## src/rtl/iob_vexriscv_bus_arb.sv

```systemverilog
// 2:1 VexRiscv I/D IOb arbiter onto one memory port, in-order read ID FIFO.
// Define IOB_VEXRISCV_ARB_DPRIO_EN for fixed D priority instead of round-robin.
module iob_vexriscv_bus_arb #(
    parameter int ADDR_W  = 32,
    parameter int DATA_W  = 32,
    parameter int MAX_OUT = 2
) (
    input  logic                clk_i,
    input  logic                arst_n_i,
    input  logic                i_avalid_i,
    input  logic [ADDR_W-1:0]   i_addr_i,
    output logic                i_ready_o,
    output logic                i_rvalid_o,
    output logic [DATA_W-1:0]   i_rdata_o,
    input  logic                d_avalid_i,
    input  logic [ADDR_W-1:0]   d_addr_i,
    input  logic [DATA_W-1:0]   d_wdata_i,
    input  logic [DATA_W/8-1:0] d_wstrb_i,
    output logic                d_ready_o,
    output logic                d_rvalid_o,
    output logic [DATA_W-1:0]   d_rdata_o,
    output logic                m_avalid_o,
    output logic [ADDR_W-1:0]   m_addr_o,
    output logic [DATA_W-1:0]   m_wdata_o,
    output logic [DATA_W/8-1:0] m_wstrb_o,
    input  logic                m_ready_i,
    input  logic                m_rvalid_i,
    input  logic [DATA_W-1:0]   m_rdata_i,
    output logic                err_o
);

    localparam int SW = DATA_W / 8;
    localparam int PW = (MAX_OUT > 1) ? $clog2(MAX_OUT) : 1;
    localparam int CW = $clog2(MAX_OUT + 1);

    typedef enum logic {
        IDLE = 1'b0,
        BUSY = 1'b1
    } state_t;

    state_t state_q, state_d;
    logic   owner_q, owner_d;
    logic   last_q, last_d;

    logic          id_q [MAX_OUT];
    logic [PW-1:0] wr_ptr_q, wr_ptr_d;
    logic [PW-1:0] rd_ptr_q, rd_ptr_d;
    logic [CW-1:0] cnt_q, cnt_d;
    logic          err_q, err_d;

    logic sel;
    logic req;
    logic is_wr;
    logic fifo_full;
    logic can_issue;
    logic accept;
    logic push;
    logic pop;
    logic head;

    function automatic logic [PW-1:0] ptr_inc(input logic [PW-1:0] p);
        if (p == PW'(MAX_OUT - 1)) begin
            return '0;
        end
        return p + 1'b1;
    endfunction

    // In BUSY the latched owner keeps the port; IDLE picks combinationally.
    always_comb begin
        sel = owner_q;
        if (state_q == IDLE) begin
            if (i_avalid_i && d_avalid_i) begin
`ifdef IOB_VEXRISCV_ARB_DPRIO_EN
                sel = 1'b1;
`else
                sel = ~last_q;
`endif
            end else begin
                sel = d_avalid_i;
            end
        end
    end

    // Full check uses the registered count, so a same-cycle pop cannot help.
    always_comb begin
        req       = sel ? d_avalid_i : i_avalid_i;
        is_wr     = sel & (|d_wstrb_i);
        fifo_full = (cnt_q == CW'(MAX_OUT));
        can_issue = arst_n_i & req & (is_wr | ~fifo_full);
        accept    = can_issue & m_ready_i;
        push      = accept & ~is_wr;
        pop       = arst_n_i & m_rvalid_i & (cnt_q != '0);
        head      = id_q[rd_ptr_q];
    end

    always_ff @(posedge clk_i or negedge arst_n_i) begin
        if (!arst_n_i) begin
            state_q <= IDLE;
            owner_q <= 1'b0;
            last_q  <= 1'b1;
        end else begin
            state_q <= state_d;
            owner_q <= owner_d;
            last_q  <= last_d;
        end
    end

    always_comb begin
        state_d = state_q;
        owner_d = owner_q;
        last_d  = last_q;
        unique case (state_q)
            IDLE: begin
                if (req && !accept) begin
                    state_d = BUSY;
                    owner_d = sel;
                end
            end
            BUSY: begin
                if (accept) begin
                    state_d = IDLE;
                end
            end
            default: state_d = IDLE;
        endcase
        if (accept) begin
            last_d = sel;
        end
    end

    always_comb begin
        m_avalid_o = can_issue;
        m_addr_o   = sel ? d_addr_i : i_addr_i;
        m_wdata_o  = sel ? d_wdata_i : '0;
        m_wstrb_o  = sel ? d_wstrb_i : '0;
        i_ready_o  = accept & ~sel;
        d_ready_o  = accept & sel;
        i_rvalid_o = pop & ~head;
        d_rvalid_o = pop & head;
        i_rdata_o  = m_rdata_i;
        d_rdata_o  = m_rdata_i;
        err_o      = err_q;
    end

    always_comb begin
        wr_ptr_d = push ? ptr_inc(wr_ptr_q) : wr_ptr_q;
        rd_ptr_d = pop ? ptr_inc(rd_ptr_q) : rd_ptr_q;
        cnt_d    = cnt_q;
        unique case ({push, pop})
            2'b10:   cnt_d = cnt_q + 1'b1;
            2'b01:   cnt_d = cnt_q - 1'b1;
            default: cnt_d = cnt_q;
        endcase
        err_d = err_q | (arst_n_i & m_rvalid_i & (cnt_q == '0));
    end

    always_ff @(posedge clk_i or negedge arst_n_i) begin
        if (!arst_n_i) begin
            wr_ptr_q <= '0;
            rd_ptr_q <= '0;
            cnt_q    <= '0;
            err_q    <= 1'b0;
        end else begin
            wr_ptr_q <= wr_ptr_d;
            rd_ptr_q <= rd_ptr_d;
            cnt_q    <= cnt_d;
            err_q    <= err_d;
        end
    end

    always_ff @(posedge clk_i or negedge arst_n_i) begin
        if (!arst_n_i) begin
            for (int k = 0; k < MAX_OUT; k++) begin
                id_q[k] <= 1'b0;
            end
        end else if (push) begin
            id_q[wr_ptr_q] <= sel;
        end
    end

    logic unused_sw;
    assign unused_sw = ^{SW[0]};

endmodule
```

## config.mk

```make
export PLATFORM = sky130hd
export DESIGN_NAME = iob_vexriscv_bus_arb
export DESIGN_NICKNAME = d
export VERILOG_FILES = /design/src/rtl/iob_vexriscv_bus_arb.sv
export SDC_FILE = /design/constraint.sdc
export NUM_CORES = 1
export LEC_CHECK = 0
export CAP_MARGIN = 10
export CORE_AREA = 2 2 106 108
export CTS_BUF_LIST = sky130_fd_sc_hd__clkbuf_8
export CTS_CLUSTER_SIZE = 24
export DETAILED_ROUTE_END_ITERATION = 8
export DIE_AREA = 0 0 108 110
export PLACE_DENSITY = 0.65
export SYNTH_ARGS = -nofsm -noshare
export SYNTH_HDL_FRONTEND = slang
export SYNTH_SLANG_ARGS = --single-unit
```

## constraint.sdc

```tcl
create_clock -name clk_i -period 4.32 [get_ports clk_i]
set_input_delay 0.864 -clock clk_i [delete_from_list [all_inputs] [get_ports clk_i]]
set_output_delay 0.864 -clock clk_i [all_outputs]
set_load 0.02 [all_outputs]
```

==> results.json <==
{
  "synth_cell_types": 32,
  "cts.clk_slew.worst_paths_ns": 0.05,
  "dr.pass1.iters": 4,
  "multi_input_area_sq_um": 892.1,
  "vias_per_cell": 3.764,
  "path_cells": "clkdlybuf4s50_1 > and2b_1 > a22oi_2 > buf_4 > mux2_2 > clkdlybuf4s50_1",
  "die_h_um": 110,
  "power_density_nw_per_um2": 488.3,
  "cts_num_sinks": 10,
  "nets": 450,
  "cp.arrival_ns": 3.11,
  "p_leak_nw": 1.186,
  "start_util_pct": 15.58,
  "crit_path_end_kind": "output pin",
  "postCtsSetupBuffers": 0,
  "path_delay_family": "buffers and inverters",
  "cts_hold_buf": 0,
  "worst_pin_slew_ns": 0.4366,
  "post-dp-hpwl_um": 5358,
  "root_buffer": "clkbuf_8",
  "antenna_left": 0,
  "grt_setup_unrepaired": "false",
  "overflow": 0,
  "worst-path-max-fanout": 22,
  "report.final.slew_viol_count": 0,
  "syn-cell-area_sq_um": 1667,
  "core_sq_um": 10700,
  "dp_cells": 446,
  "path_buf_inv": 3,
  "crit_required_ns": 3.46,
  "ys.flop_type": "dfrtp_1",
  "clk_latency_ns": 0.24,
  "cp_slowest_cell": "clkdlybuf4s50_1",
  "n_antenna_cell": 0,
  "crit_top_cell": "clkdlybuf4s50_1",
  "ys_warn_count": 0,
  "skew_ns": 0.005190,
  "wl_per_cell_um": 13.72,
  "antenna_found_initial": 0,
  "setup_violations": 0,
  "syn_area_per_cell_sq_um": 8.591,
  "area_growth_pct": 93.17,
  "path_class": "in -> out",
  "async_reset_ff_share_pct": 100.0,
  "tns_ns": 0,
  "cp_slowest_stage_delay_ns": 0.54,
  "htreeDepth": 1,
  "synth_cells": 194,
  "fmax_mhz": 251.8,
  "ys_seq_area_share_pct": 15.09,
  "synth_edf_count": 0,
  "drc_errors": 0,
  "drive_gt1_share_pct": 14.84,
  "slew_headroom_pct": 70.14,
  "finalWirelength_um": 6173,
  "synth_nets": 333,
  "io_pins": 276,
  "ys_seq_elements": 10,
  "route.vias.total": 1694,
  "cap_violations": 0,
  "grt_pass1_vias": 1739,
  "grt_pass1_wl_um": 8480,
  "cts_buffers": 3,
  "grtUsageTotal_pct": 9.031,
  "ctsResizeCount": 0,
  "final-hold-violation-count": 0,
  "fill_cells": 1132,
  "peakVddDrop_mv": 0.1993,
  "cts_tree": "done",
  "gp_congestion": 0.6907,
  "drt_iter0_drc": 31,
  "cts_buffer_depth": 2,
  "hp-class": "reg -> reg",
  "period_share_pct": 91.94,
  "ff_latch_area_sq_um": 251.5,
  "floorplan.die_area_sq_um": 11880,
  "status": "completed",
  "row_count": 38,
  "start_kind": "input port",
  "grt_max_degree": 50,
  "fin_crit_ns": 3.972,
  "io_buffers": 179,
  "die_x_um": 108,
  "fin_cells": 450
}
==> metrics by stage <==
| step | cell area [sq um] | util [%] | hold WS, ns | total power, mW | worst slack, ns |
|---|---|---|---|---|---|
| floorplan | 1667 | - | 0.4679 | 0.9569 | 1.548 |
| global placement | 3164 | 29.58 | 0.4501 | 1.458 | 0.3742 |
| finish | 3219 | 30.09 | 0.4714 | 1.572 | 0.3484 |
| CTS | 3219 | 30.09 | 0.4740 | 1.591 | 0.3216 |
| detailed placement | 3164 | 29.58 | 0.4579 | 1.466 | 0.3339 |
| global route | 3219 | 30.09 | 0.4884 | 1.671 | 0.2226 |
==> worst paths after layout <==
kind	start	to	slack (ns)	cells past startpoint
max	d_avalid_i	m_addr_o[6]	0.35	6
min	err_o$_DFF_PN0_	err_o$_DFF_PN0_	0.47	1
min reg2reg	err_o$_DFF_PN0_	err_o$_DFF_PN0_	0.47	1
min in group asynchronous	arst_n_i	cnt_q[1]$_DFFE_PN0P_	1.09	2
max in group asynchronous	arst_n_i	last_q$_DFFE_PN1N_	3.00	2
max reg2reg	state_q$_DFF_PN0_	cnt_q[1]$_DFFE_PN0P_	2.12	7
==> synth_stat cells (2+ instances only) <==
cell        n  area [sq um]
or3b_1      2         17.52
inv_1       3         11.26
nor3_1      2         10.01
buf_4      64         480.5
nor2_1      9         33.78
buf_2       4         20.02
dfrtp_1     9         225.2
xnor2_1     4         35.03
nor2b_1    38         237.7
o211ai_1    3         22.52
clkbuf_1    3         11.26
a2bb2oi_1   2         17.52
mux2_2     32         360.4
==> power by group <==
group	leakage [nW]	switching, mW	internal [mW]
clock	0.0288	0.0361	0.0801
combinational	1.04	0.604	0.667
sequential	0.113	0.0443	0.141
total	1.19	0.684	0.888
==> logic make-up after synthesis <==
group	Yosys count	share of synthesized area (%)
adder cells (fa/ha/maj)	1	0.7506
multiplexers	33	22.22
flip-flops	10	15.09
XOR/XNOR	5	2.628
buffers and inverters	74	31.38
AO/OA/AOI/OAI	13	7.207
AND/OR/NAND/NOR	58	20.72
==> cell type report <==
class / count / area share, %
multi-input combinational: 110 / 27.71
inverter: 3 / 0.3498
timing repair buffer: 183 / 56.98
tap: 140 / 5.441
sequential: 10 / 7.812
clock buffer: 4 / 1.710
==> worst register-to-register path, cell delays in order, from the launching register on <==
cell and delay, ns:
dfrtp_1 0.46, and2b_1 0.24, a22oi_2 0.20, buf_4 0.32, o211ai_1 0.25, ha_1 0.38
nor2_1 0.13, xor2_1 0.14
==> sequential cells by signal, summed over array words and instances, names as in the netlist <==
name and flops:
rd_ptr_q 1, id_q 2, owner_q 1, cnt_q 2, wr_ptr_q 1, err_o 1, last_q 1, state_q 1
==> cell usage in the layout, fill, tap and decap left out <==
master / synthesis / final
or2_2: 1 / 1
ha_1: 1 / 1
and2b_1: 1 / 1
a21boi_1: 1 / 1
o2111ai_2: 1 / 1
o2111a_1: 1 / 1
a2bb2oi_1: 2 / 2
and3_1: 1 / 1
a31o_2: 1 / 1
nor2_1: 9 / 9
inv_1: 3 / 3
mux2_2: 32 / 32
dfstp_2: 1 / 1
nor2b_1: 38 / 38
buf_4: 64 / 3
xnor2_1: 4 / 4
nor3_2: 1 / 1
xor2_1: 1 / 1
clkbuf_8: 0 / 4
nor4_1: 1 / 1
or3b_1: 2 / 2
dfrtp_1: 9 / 9
buf_12: 0 / 1
a221oi_1: 1 / 1
nor3_1: 2 / 2
mux2i_1: 1 / 1
a2111oi_0: 1 / 1
nand2b_1: 1 / 1
a22oi_2: 1 / 1
clkdlybuf4s50_1: 0 / 179
a21o_1: 1 / 1
nand2_1: 1 / 1
o211ai_1: 3 / 3
==> routing by layer <==
metal | part of all wire [%] | track usage, %
met5 | 0 | 0
met4 | 1.0 | 2.198
met3 | 11 | 3.586
met2 | 50 | 15.41
met1 | 37 | 10.65
(Power assumes the default switching activity.)
